[src/rtl/regif_cmd_if.sv]
// regif_cmd_if: command, register-bus and response-sender signals of the
// register-interface command engine. master = engine side, slave = peers.
interface regif_cmd_if;
  // command from the RX TLP decoder
  logic        cmd_valid;
  logic        cmd_wr;
  logic [31:0] cmd_addr;
  logic [63:0] cmd_wdata;
  // request/acknowledge register bus
  logic        reg_req;
  logic        reg_we;
  logic [31:0] reg_addr;
  logic [63:0] reg_wdata;
  logic        reg_ack;
  logic [63:0] reg_rdata;
  // response handshake towards the TLP sender
  logic        snd_resp;
  logic        snd_resp_ack;
  logic [63:0] resp;

  modport master (
    input  cmd_valid, cmd_wr, cmd_addr, cmd_wdata,
    input  reg_ack, reg_rdata, snd_resp_ack,
    output reg_req, reg_we, reg_addr, reg_wdata,
    output snd_resp, resp
  );

  modport slave (
    output cmd_valid, cmd_wr, cmd_addr, cmd_wdata,
    output reg_ack, reg_rdata, snd_resp_ack,
    input  reg_req, reg_we, reg_addr, reg_wdata,
    input  snd_resp, resp
  );
endinterface

[src/rtl/regif_cmd.sv]
// regif_cmd: executes decoded host register commands on a req/ack register
// bus, returns read (and optionally write) responses to the TLP sender,
// buffers one pending command and times out hung bus accesses.
// Optional feature macro: REGIF_WR_ACK_EN -- writes also produce a response
// word {addr, 31'b0, timed_out} through the SETUP/RESP/DRAIN handshake.
module regif_cmd #(
  parameter int unsigned TIMEOUT  = 256,
  parameter logic [63:0] ERR_DATA = 64'hFFFF_FFFF_FFFF_FFFF
) (
  input  logic        clk,
  input  logic        rst,
  regif_cmd_if.master bus,
  output logic        o_busy,
  output logic [7:0]  o_drop_cnt,
  output logic [7:0]  o_tout_cnt
);

  typedef enum logic [2:0] {
    S_IDLE,
    S_BUS,
    S_SETUP,
    S_RESP,
    S_DRAIN
  } state_t;

  localparam logic [15:0] TMAX = 16'(TIMEOUT - 1);

  state_t      r_state;
  logic [15:0] r_tcnt;
  logic        r_req;
  logic        r_we;
  logic [31:0] r_addr;
  logic [63:0] r_wdata;
  logic        r_snd;
  logic [63:0] r_resp;
  logic [7:0]  r_tout;

  logic        r_pend_valid;
  logic        r_pend_wr;
  logic [31:0] r_pend_addr;
  logic [63:0] r_pend_wdata;
  logic [7:0]  r_drop;

  logic        w_busy;
  logic        w_load;
  logic        w_store;
  logic        w_drop;
  logic        w_ld_wr;
  logic [31:0] w_ld_addr;
  logic [63:0] w_ld_wdata;

  // Command selection: pending entry has priority over a fresh strobe in IDLE;
  // a strobe is buffered when busy and empty, or when IDLE frees the buffer.
  always_comb begin
    w_busy  = (r_state != S_IDLE);
    w_load  = !w_busy && (r_pend_valid || bus.cmd_valid);
    w_store = bus.cmd_valid && (w_busy ? !r_pend_valid : r_pend_valid);
    w_drop  = bus.cmd_valid && w_busy && r_pend_valid;
    if (r_pend_valid) begin
      w_ld_wr    = r_pend_wr;
      w_ld_addr  = r_pend_addr;
      w_ld_wdata = r_pend_wdata;
    end else begin
      w_ld_wr    = bus.cmd_wr;
      w_ld_addr  = bus.cmd_addr;
      w_ld_wdata = bus.cmd_wdata;
    end
  end

  // One-entry pending buffer and saturating drop counter.
  always_ff @(posedge clk) begin
    if (rst) begin
      r_pend_valid <= 1'b0;
      r_pend_wr    <= 1'b0;
      r_pend_addr  <= '0;
      r_pend_wdata <= '0;
      r_drop       <= '0;
    end else begin
      if (w_store) begin
        r_pend_valid <= 1'b1;
        r_pend_wr    <= bus.cmd_wr;
        r_pend_addr  <= bus.cmd_addr;
        r_pend_wdata <= bus.cmd_wdata;
      end else if (w_load && r_pend_valid) begin
        r_pend_valid <= 1'b0;
      end
      if (w_drop && r_drop != 8'hFF) begin
        r_drop <= r_drop + 8'd1;
      end
    end
  end

  // Command FSM: bus access with timeout, then response handshake.
  always_ff @(posedge clk) begin
    if (rst) begin
      r_state <= S_IDLE;
      r_tcnt  <= '0;
      r_req   <= 1'b0;
      r_we    <= 1'b0;
      r_addr  <= '0;
      r_wdata <= '0;
      r_snd   <= 1'b0;
      r_resp  <= '0;
      r_tout  <= '0;
    end else begin
      case (r_state)
        S_IDLE: begin
          if (w_load) begin
            r_req   <= 1'b1;
            r_we    <= w_ld_wr;
            r_addr  <= w_ld_addr;
            r_wdata <= w_ld_wdata;
            r_tcnt  <= '0;
            r_state <= S_BUS;
          end
        end
        S_BUS: begin
          r_tcnt <= r_tcnt + 16'd1;
          // ack is tested first so an ack on the last allowed cycle wins
          if (bus.reg_ack) begin
            r_req <= 1'b0;
            if (!r_we) begin
              r_resp  <= bus.reg_rdata;
              r_state <= S_SETUP;
            end else begin
`ifdef REGIF_WR_ACK_EN
              r_resp  <= {r_addr, 31'b0, 1'b0};
              r_state <= S_SETUP;
`else
              r_state <= S_IDLE;
`endif
            end
          end else if (r_tcnt == TMAX) begin
            r_req <= 1'b0;
            if (r_tout != 8'hFF) begin
              r_tout <= r_tout + 8'd1;
            end
            if (!r_we) begin
              r_resp  <= ERR_DATA;
              r_state <= S_SETUP;
            end else begin
`ifdef REGIF_WR_ACK_EN
              r_resp  <= {r_addr, 31'b0, 1'b1};
              r_state <= S_SETUP;
`else
              r_state <= S_IDLE;
`endif
            end
          end
        end
        S_SETUP: begin
          r_snd   <= 1'b1;
          r_state <= S_RESP;
        end
        S_RESP: begin
          if (bus.snd_resp_ack) begin
            r_snd   <= 1'b0;
            r_state <= S_DRAIN;
          end
        end
        S_DRAIN: begin
          if (!bus.snd_resp_ack) begin
            r_state <= S_IDLE;
          end
        end
        default: r_state <= S_IDLE;
      endcase
    end
  end

  assign bus.reg_req   = r_req;
  assign bus.reg_we    = r_we;
  assign bus.reg_addr  = r_addr;
  assign bus.reg_wdata = r_wdata;
  assign bus.snd_resp  = r_snd;
  assign bus.resp      = r_resp;
  assign o_busy        = w_busy;
  assign o_drop_cnt    = r_drop;
  assign o_tout_cnt    = r_tout;

endmodule

[src/flat_wrapper.sv]
// flat-port wrapper written by rule: the top's interface ports become plain ports
module regif_cmd_flat 
#(
  parameter int unsigned TIMEOUT  = 256,
  parameter logic [63:0] ERR_DATA = 64'hFFFF_FFFF_FFFF_FFFF
)
  (clk, rst, o_busy, o_drop_cnt, o_tout_cnt, bus_cmd_valid, bus_cmd_wr, bus_cmd_addr, bus_cmd_wdata, bus_reg_ack, bus_reg_rdata, bus_snd_resp_ack, bus_reg_req, bus_reg_we, bus_reg_addr, bus_reg_wdata, bus_snd_resp, bus_resp);
  regif_cmd_if bus_i ();
  input  logic clk;
  input  logic rst;
  output logic o_busy;
  output logic [7:0] o_drop_cnt;
  output logic [7:0] o_tout_cnt;
  input wire logic [$bits(bus_i.cmd_valid)-1:0] bus_cmd_valid;
  input wire logic [$bits(bus_i.cmd_wr)-1:0] bus_cmd_wr;
  input wire logic [$bits(bus_i.cmd_addr)-1:0] bus_cmd_addr;
  input wire logic [$bits(bus_i.cmd_wdata)-1:0] bus_cmd_wdata;
  input wire logic [$bits(bus_i.reg_ack)-1:0] bus_reg_ack;
  input wire logic [$bits(bus_i.reg_rdata)-1:0] bus_reg_rdata;
  input wire logic [$bits(bus_i.snd_resp_ack)-1:0] bus_snd_resp_ack;
  output wire logic [$bits(bus_i.reg_req)-1:0] bus_reg_req;
  output wire logic [$bits(bus_i.reg_we)-1:0] bus_reg_we;
  output wire logic [$bits(bus_i.reg_addr)-1:0] bus_reg_addr;
  output wire logic [$bits(bus_i.reg_wdata)-1:0] bus_reg_wdata;
  output wire logic [$bits(bus_i.snd_resp)-1:0] bus_snd_resp;
  output wire logic [$bits(bus_i.resp)-1:0] bus_resp;
  assign bus_i.cmd_valid = bus_cmd_valid;
  assign bus_i.cmd_wr = bus_cmd_wr;
  assign bus_i.cmd_addr = bus_cmd_addr;
  assign bus_i.cmd_wdata = bus_cmd_wdata;
  assign bus_i.reg_ack = bus_reg_ack;
  assign bus_i.reg_rdata = bus_reg_rdata;
  assign bus_i.snd_resp_ack = bus_snd_resp_ack;
  assign bus_reg_req = bus_i.reg_req;
  assign bus_reg_we = bus_i.reg_we;
  assign bus_reg_addr = bus_i.reg_addr;
  assign bus_reg_wdata = bus_i.reg_wdata;
  assign bus_snd_resp = bus_i.snd_resp;
  assign bus_resp = bus_i.resp;
  regif_cmd #(.TIMEOUT(TIMEOUT), .ERR_DATA(ERR_DATA)) u_core (.clk(clk), .rst(rst), .bus(bus_i), .o_busy(o_busy), .o_drop_cnt(o_drop_cnt), .o_tout_cnt(o_tout_cnt));
endmodule
[config.mk]
export PLATFORM = sky130hd
export DESIGN_NAME = regif_cmd_flat
export DESIGN_NICKNAME = d
export VERILOG_FILES = /design/src/rtl/regif_cmd_if.sv /design/src/rtl/regif_cmd.sv /design/src/flat_wrapper.sv
export SDC_FILE = /design/constraint.sdc
export NUM_CORES = 1
export LEC_CHECK = 0
export CAP_MARGIN = 20
export CORE_MARGIN = 5
export CORE_UTILIZATION = 45
export DETAILED_ROUTE_END_ITERATION = 8
export PLACE_DENSITY = 0.74
export SETUP_SLACK_MARGIN = 0.02
export SLEW_MARGIN = 20
export SYNTH_ARGS = -nofsm -noshare
export SYNTH_HDL_FRONTEND = slang
export SYNTH_SLANG_ARGS = --single-unit
[constraint.sdc]
create_clock -name clk -period 5.71 [get_ports clk]
set_clock_uncertainty 0.2 [all_clocks]
set_input_delay 1.142 -clock clk [delete_from_list [all_inputs] [get_ports clk]]
set_output_delay 1.142 -clock clk [all_outputs]
set_load 0.01 [all_outputs]
# Word level (Yosys, flattened, before mapping)
# Index checks and enable logic that the tools add are counted.
[totals]
wordCells = 77
reg_bits = 296
inputBits = 166
rom_bits = 0
mem_bits_rw = 0
memories = 0
latch_bits = 0
[classes]
n_shift = 0
order_cmp = 0
bitwise = 2
n_addsub = 3
reduce_logical = 22
div = 0
multipliers = 0
n_eq_ne = 11
muxes = 25
[ops]
columns = ["cell", "count"]
rows = [
  ["64-bit 2-to-1 mux", 5],
  ["32-bit 2-to-1 mux", 1],
  ["16-bit case mux with 2 select lines", 1],
  ["16-bit by 1-bit adder with 16-bit output (second input constant)", 1],
  ["8-bit by 1-bit adder with 8-bit output (second input constant)", 2],
  ["16-bit by 8-bit equality test with 1-bit output (second input constant)", 1],
  ["16-bit 2-to-1 mux", 1],
  ["8-bit != test (second input constant)", 2],
  ["3-bit 2-to-1 mux", 5],
  ["3-bit case mux with 5 select lines", 1],
  ["1-bit 2-to-1 mux", 8],
  ["4-bit AND reduction", 2],
  ["2-bit nonzero test", 4],
  ["3-bit by 2-bit equality test with 1-bit output (second input constant)", 2],
  ["1-bit logical AND", 6],
  ["2-bit AND reduction", 3],
  ["3-bit AND reduction", 2],
  ["2-bit != test (second input constant)", 2],
  ["1-bit case mux with 2 select lines", 2],
  ["3-bit by 1-bit equality test with 1-bit output (second input constant)", 1],
  ["3-bit equality test (second input constant)", 1],
  ["3-bit zero test", 1],
  ["3-bit by 2-bit != test with 1-bit output (second input constant)", 1],
  ["3-bit nonzero test", 1],
  ["5 further kinds", 7],
]

# Depth between registers and ports, before layout
[logic_depth]
ltp_word = 6
ltp_mapped = 8
mapped_depth_nobuf = 5

# Least setup slack after synthesis
# Ideal clock, no wire load.
[synth_path]
kind = "input -> register"
startpoint = "input port bus_cmd_valid"
endpoint = "register u_core.r_wdata[10], in the netlist u_core.bus.reg_wdata[10]"
path_stages = 6
t_arrival_ns = 2.293
path_slack_ns = 3.131
path_cell_list = "or2_2 nor2b_1 clkbuf_1 clkbuf_1 buf_1 a211oi_1"
[synth_between]
elab_chain_len = 3
[synth_rtl]
columns = ["item", "line_no", "text"]
rows = [
  ["from (decl)", "flat_wrapper.sv:14", "input wire logic [$bits(bus_i.cmd_valid)-1:0] bus_cmd_valid;"],
  ["1-bit logical OR", "regif_cmd.sv:56", "w_load = !w_busy && (r_pend_valid || bus.cmd_valid);"],
  ["1-bit logical AND", "regif_cmd.sv:56", ""],
  ["2-bit AND reduction (no line)", "--", ""],
  ["to (signal assigned)", "regif_cmd.sv:112", "r_wdata <= w_ld_wdata;"],
  ["to (decl)", "regif_cmd.sv:33", "logic [63:0] r_wdata;"],
]
# Every way passes these cells.
# A chain may end at the register's enable or synchronous reset.

# Worst setup path after layout
[layout_path]
startpoint = "register u_core.r_state[2]"
endpoint = "output port o_busy"
[layout_between]
elab_chain_len = 1
[layout_rtl]
columns = ["item", "line_no", "text"]
rows = [
  ["from (decl)", "regif_cmd.sv:28", "state_t r_state;"],
  ["from (signal assigned)", "regif_cmd.sv:96", "r_state <= S_IDLE;"],
  ["from (signal assigned)", "regif_cmd.sv:114", "r_state <= S_BUS;"],
  ["from (signal assigned)", "regif_cmd.sv:124", "r_state <= S_SETUP;"],
  ["3-bit nonzero test", "regif_cmd.sv:55", "w_busy = (r_state != S_IDLE);"],
  ["to (decl)", "flat_wrapper.sv:11", "output logic o_busy;"],
]
# Every way passes these cells.

==> summary.md <==
| Metric | Value |
|---|---|
| Pwr/cell area | `351.0 mW/mm²` |
| Synth Warn # | `0` |
| Synth-to-layout area growth | `38.16%` |
| RD Place Congestion | `0.7915` |
| Clock tree from TritonCTS | `built` |
| Final net count | `1818` |
| Syn_nets | `1545` |
| CTS clock-pin slew for the worst setup and hold paths | `0.06 ns` |
| Synthesized instance count | `1376` |
| Crit-path leading delay family | `simple AND/OR/NAND/NOR gates` |
| Clock network power share | `33.2%` |
| Max-slew headroom | `33.64%` |
| R2R Setup Slk | `around 2.7 ns` |
| Gr usage total | `a little over a fifth` |
| Most common cell after layout, fill and taps aside | `clkdlybuf4s50_1` |
| Crit path largest cell delay | `0.52 ns` |
| Sw frac | `28.96%` |
| Post-route ant nets | `0` |
| Hold path depth | `2` |
| DIE WIDTH | `172.5 µm` |
| Hold WC Path Type | `reg -> reg` |
| XOR/XNOR Fraction of Synth Area | `less than 1%` |
| Total power | `5.764 mW` |
| Die H | `172.5 µm` |
| Total core area | `0.02606 mm²` |
| CP Cell Sequence | `or3_1 > clkdlybuf4s50_1` |
| Clock Latency Late Sink | `0.55 ns` |
| P_sw | `1.669 mW` |
| Root Buffer | `clkbuf_16` |
| Post-route non-filler standard cell count | `2008` |
| DRC viols | `0` |
| TritonCTS buffer count | `31` |
| Sequential Power Share | `43.0%` |
| Complex-gate fraction of the synthesized area | `18.14%` |
| Initial antenna violation count | `1` |
| Worst vdd ir | `around 0.25 mV` |
| CTS sink count | `296` |
| N_diodes | `0` |
| Via-to-Cell Ratio | `5.387` |
| Register bit count reported by yosys | `around 300` |
| PostCTS Resize Cnt | `0` |
| Buffers on Ports | `345` |
| Router iterations before antenna repair | `4` |
| Final setup violating endpoints | `0` |
| Adder-cell area share of the yosys netlist | `0.4000%` |
| Critical path class | `reg -> out` |
| Inst Count DP | `approximately 2.0k` |
| Max-slew violations | `0` |
| Part of the cycle the worst path needs | `a little under 60%` |
| H-tree levels | `1` |
| Reg2Reg Depth | `5` |
| Crit path buffers/inverters | `1` |
| Crit Path Max Fanout | `15` |
| Avg Synthesized Cell Area | `8.638 µm²` |
| Die area | `a little under 0.03 mm²` |
| Internal Power | `4.095 mW` |
| Outcome | `completed` |
| Arrival @ worst endpoint | `2.03 ns` |
| Clk buf depth | `3` |
| Unrepaired setup endpoints after global routing | `no` |
| Peak Freq | `296.4 MHz` |
| Tightest Pin Transition | `0.9954 ns` |
| Simple-Gate Fraction of Synth Area | `19.07%` |
| Synth Flop Type | `dfxtp_1` |
| Post-synth EDFFs | `0` |
| Crit path max-delay cell type | `or3_1` |
| Combinational fraction of design power | `a little under a quarter` |
| Avg WL per Cell | `around 17 µm` |
| Critical path endpoint category | `primary output` |
| Routed via count | `10.82k` |
| First-pass GRT wire length | `54320 µm` |
| Detailed Route WL | `~34000 µm` |
| Commonest cells after routing, fill and taps aside | `344 x clkdlybuf4s50_1, 295 x dfxtp_1, 203 x nand2_1, 180 x nor2_1, 127 x a21oi_1` |
| Pin count of the biggest net entering global routing | `roughly 150` |
| Synthesized area | `approximately 0.012 mm²` |
| Initial Util | `a little under half` |
| Vias in the first global route | `10.23k` |
| Postcts setup bufs | `0` |
| Setup TNS | `0 ns` |
| Worst path depth | `2` |
| I/O pins | `346` |
| Synth unique cells | `51` |
| Largest family of logic cells by synthesized area | `simple AND/OR/NAND/NOR gates` |
| DP Wirelength | `22500 µm` |
| Num rows | `59` |
| Final min period | `3.373 ns` |
| Sequential area share after synthesis | `49.85%` |
| Crit start category | `register` |
| Mux share of post-synthesis cell area | `8.337%` |
| LEAKAGE | `5.746 nW` |
| Layout cell share with drive strength beyond 1 | `4.483%` |
| Post-synth ARST share | `0%` |
| Initial DRC count | `817` |
| Final Hold Fails | `0` |
| CTS Hold Bufs | `0` |
| Gr ovfl total | `0` |
| Required time of the worst setup path | `4.37 ns` |
| Max Cap Violations | `0` |
worst reg2reg max path, cell delays in order, from the launching register on:
cell and delay (ns):
dfxtp_4 0.98, or4_1 0.30, and3_4 0.84, buf_4 0.43
nand2_1 0.08, a21oi_1 0.13
metrics by stage:
stage	cell area, µm²	hold slack (ns)	setup slack [ns]	util (%)
6_report	16420	0.2519	2.337	63.02
5_1_grt	16420	0.2681	2.264	63.02
4_1_cts	16420	0.2548	2.302	63.01
3_5_place_dp	15450	0.2465	2.238	59.27
3_3_place_gp	15450	0.2409	2.268	59.27
2_1_floorplan	11890	0.2360	3.131	-
power groups by stage:
stage | Sequential, mW | Clock [mW] | Combinational, mW
5_1_grt | 2.51 | 2.04 | 1.49
6_report | 2.48 | 1.92 | 1.37
3_5_place_dp | 2.53 | 0 | 1.37
4_1_cts | 2.48 | 1.96 | 1.38
2_1_floorplan | 2.56 | 0 | 0.676
3_3_place_gp | 2.51 | 0 | 1.36
Yosys cell counts, types with 2 or more instances:
master,count,share of area (%)
dfxtp_1,296,50
nand2_1,203,6.4
nor2_1,180,5.7
a21oi_1,127,5.3
mux2i_1,99,8.3
a211oi_1,98,6.2
clkbuf_1,73,2.3
nor3_1,68,2.9
o21a_1,65,4.1
buf_1,21,0.66
buf_2,20,0.84
nand3_1,14,0.59
o21ai_0,12,0.51
or4_1,10,0.63
or3_1,7,0.37
and3_1,6,0.32
inv_1,6,0.19
nand4_1,6,0.32
o31ai_1,6,0.38
or2_2,6,0.32
o311ai_0,5,0.37
and4_1,4,0.29
a41oi_1,3,0.22
ha_1,3,0.32
nand3b_1,3,0.19
nor2b_1,3,0.16
nor3b_1,3,0.19
a221oi_1,2,0.15
a31oi_1,2,0.11
nand4b_1,2,0.15
nor4_1,2,0.11
o211ai_1,2,0.13
state kept, by name, indices dropped and copies added (netlist names):
register              count
u_core.r_tcnt            16
u_core.bus.reg_addr      32
u_core.r_state            3
u_core.o_drop_cnt         8
u_core.bus.snd_resp       1
u_core.r_pend_wr          1
u_core.bus.reg_req        1
u_core.bus.reg_we         1
u_core.r_pend_valid       1
u_core.bus.resp          64
u_core.bus.reg_wdata     64
u_core.r_pend_addr       32
u_core.r_pend_wdata      64
u_core.o_tout_cnt         8
per-layer routing:
layer,part of all wire [%],GRT usage (%),up-vias
met5,0.038,0,-
met4,2.9,5.810,2
met3,8.6,6.980,59
met2,45,34.47,348
met1,44,27.62,5039
li1,-,-,5369
area by class of cell:
type / count / area [µm²]
Clock buffer: 48 / 919.6
Clock inverter: 9 / 55.05
Fill cell: 2202 / 9637
Inverter: 7 / 27.53
Multi-Input combinational cell: 958 / 5500
Sequential cell: 296 / 5929
Tap cell: 335 / 419.2
Timing Repair Buffer: 355 / 3571
logic make-up (layout without fill, tap and decap cells):
kind of cell | after synthesis | count (layout)
compound gates | 331 | 331
simple gates | 523 | 523
flops | 296 | 296
xor+xnor | 1 | 1
mux | 99 | 99
fa+ha+maj | 4 | 4
buf+inv | 122 | 419
path summary, 6_finish.rpt:
kind	from	to
worst max register to register	u_core.r_pend_valid$_SDFFE_PP0P_	u_core.r_pend_wdata[7]$_SDFFE_PP0P_
worst min-delay path	u_core.r_pend_addr[30]$_SDFFE_PP0P_	u_core.r_pend_addr[30]$_SDFFE_PP0P_
worst min register to register	u_core.r_pend_addr[30]$_SDFFE_PP0P_	u_core.r_pend_addr[30]$_SDFFE_PP0P_
worst max-delay path	u_core.r_state[2]$_SDFFE_PP0P_	o_busy
Note: power is estimated with default switching activity, not from simulation.
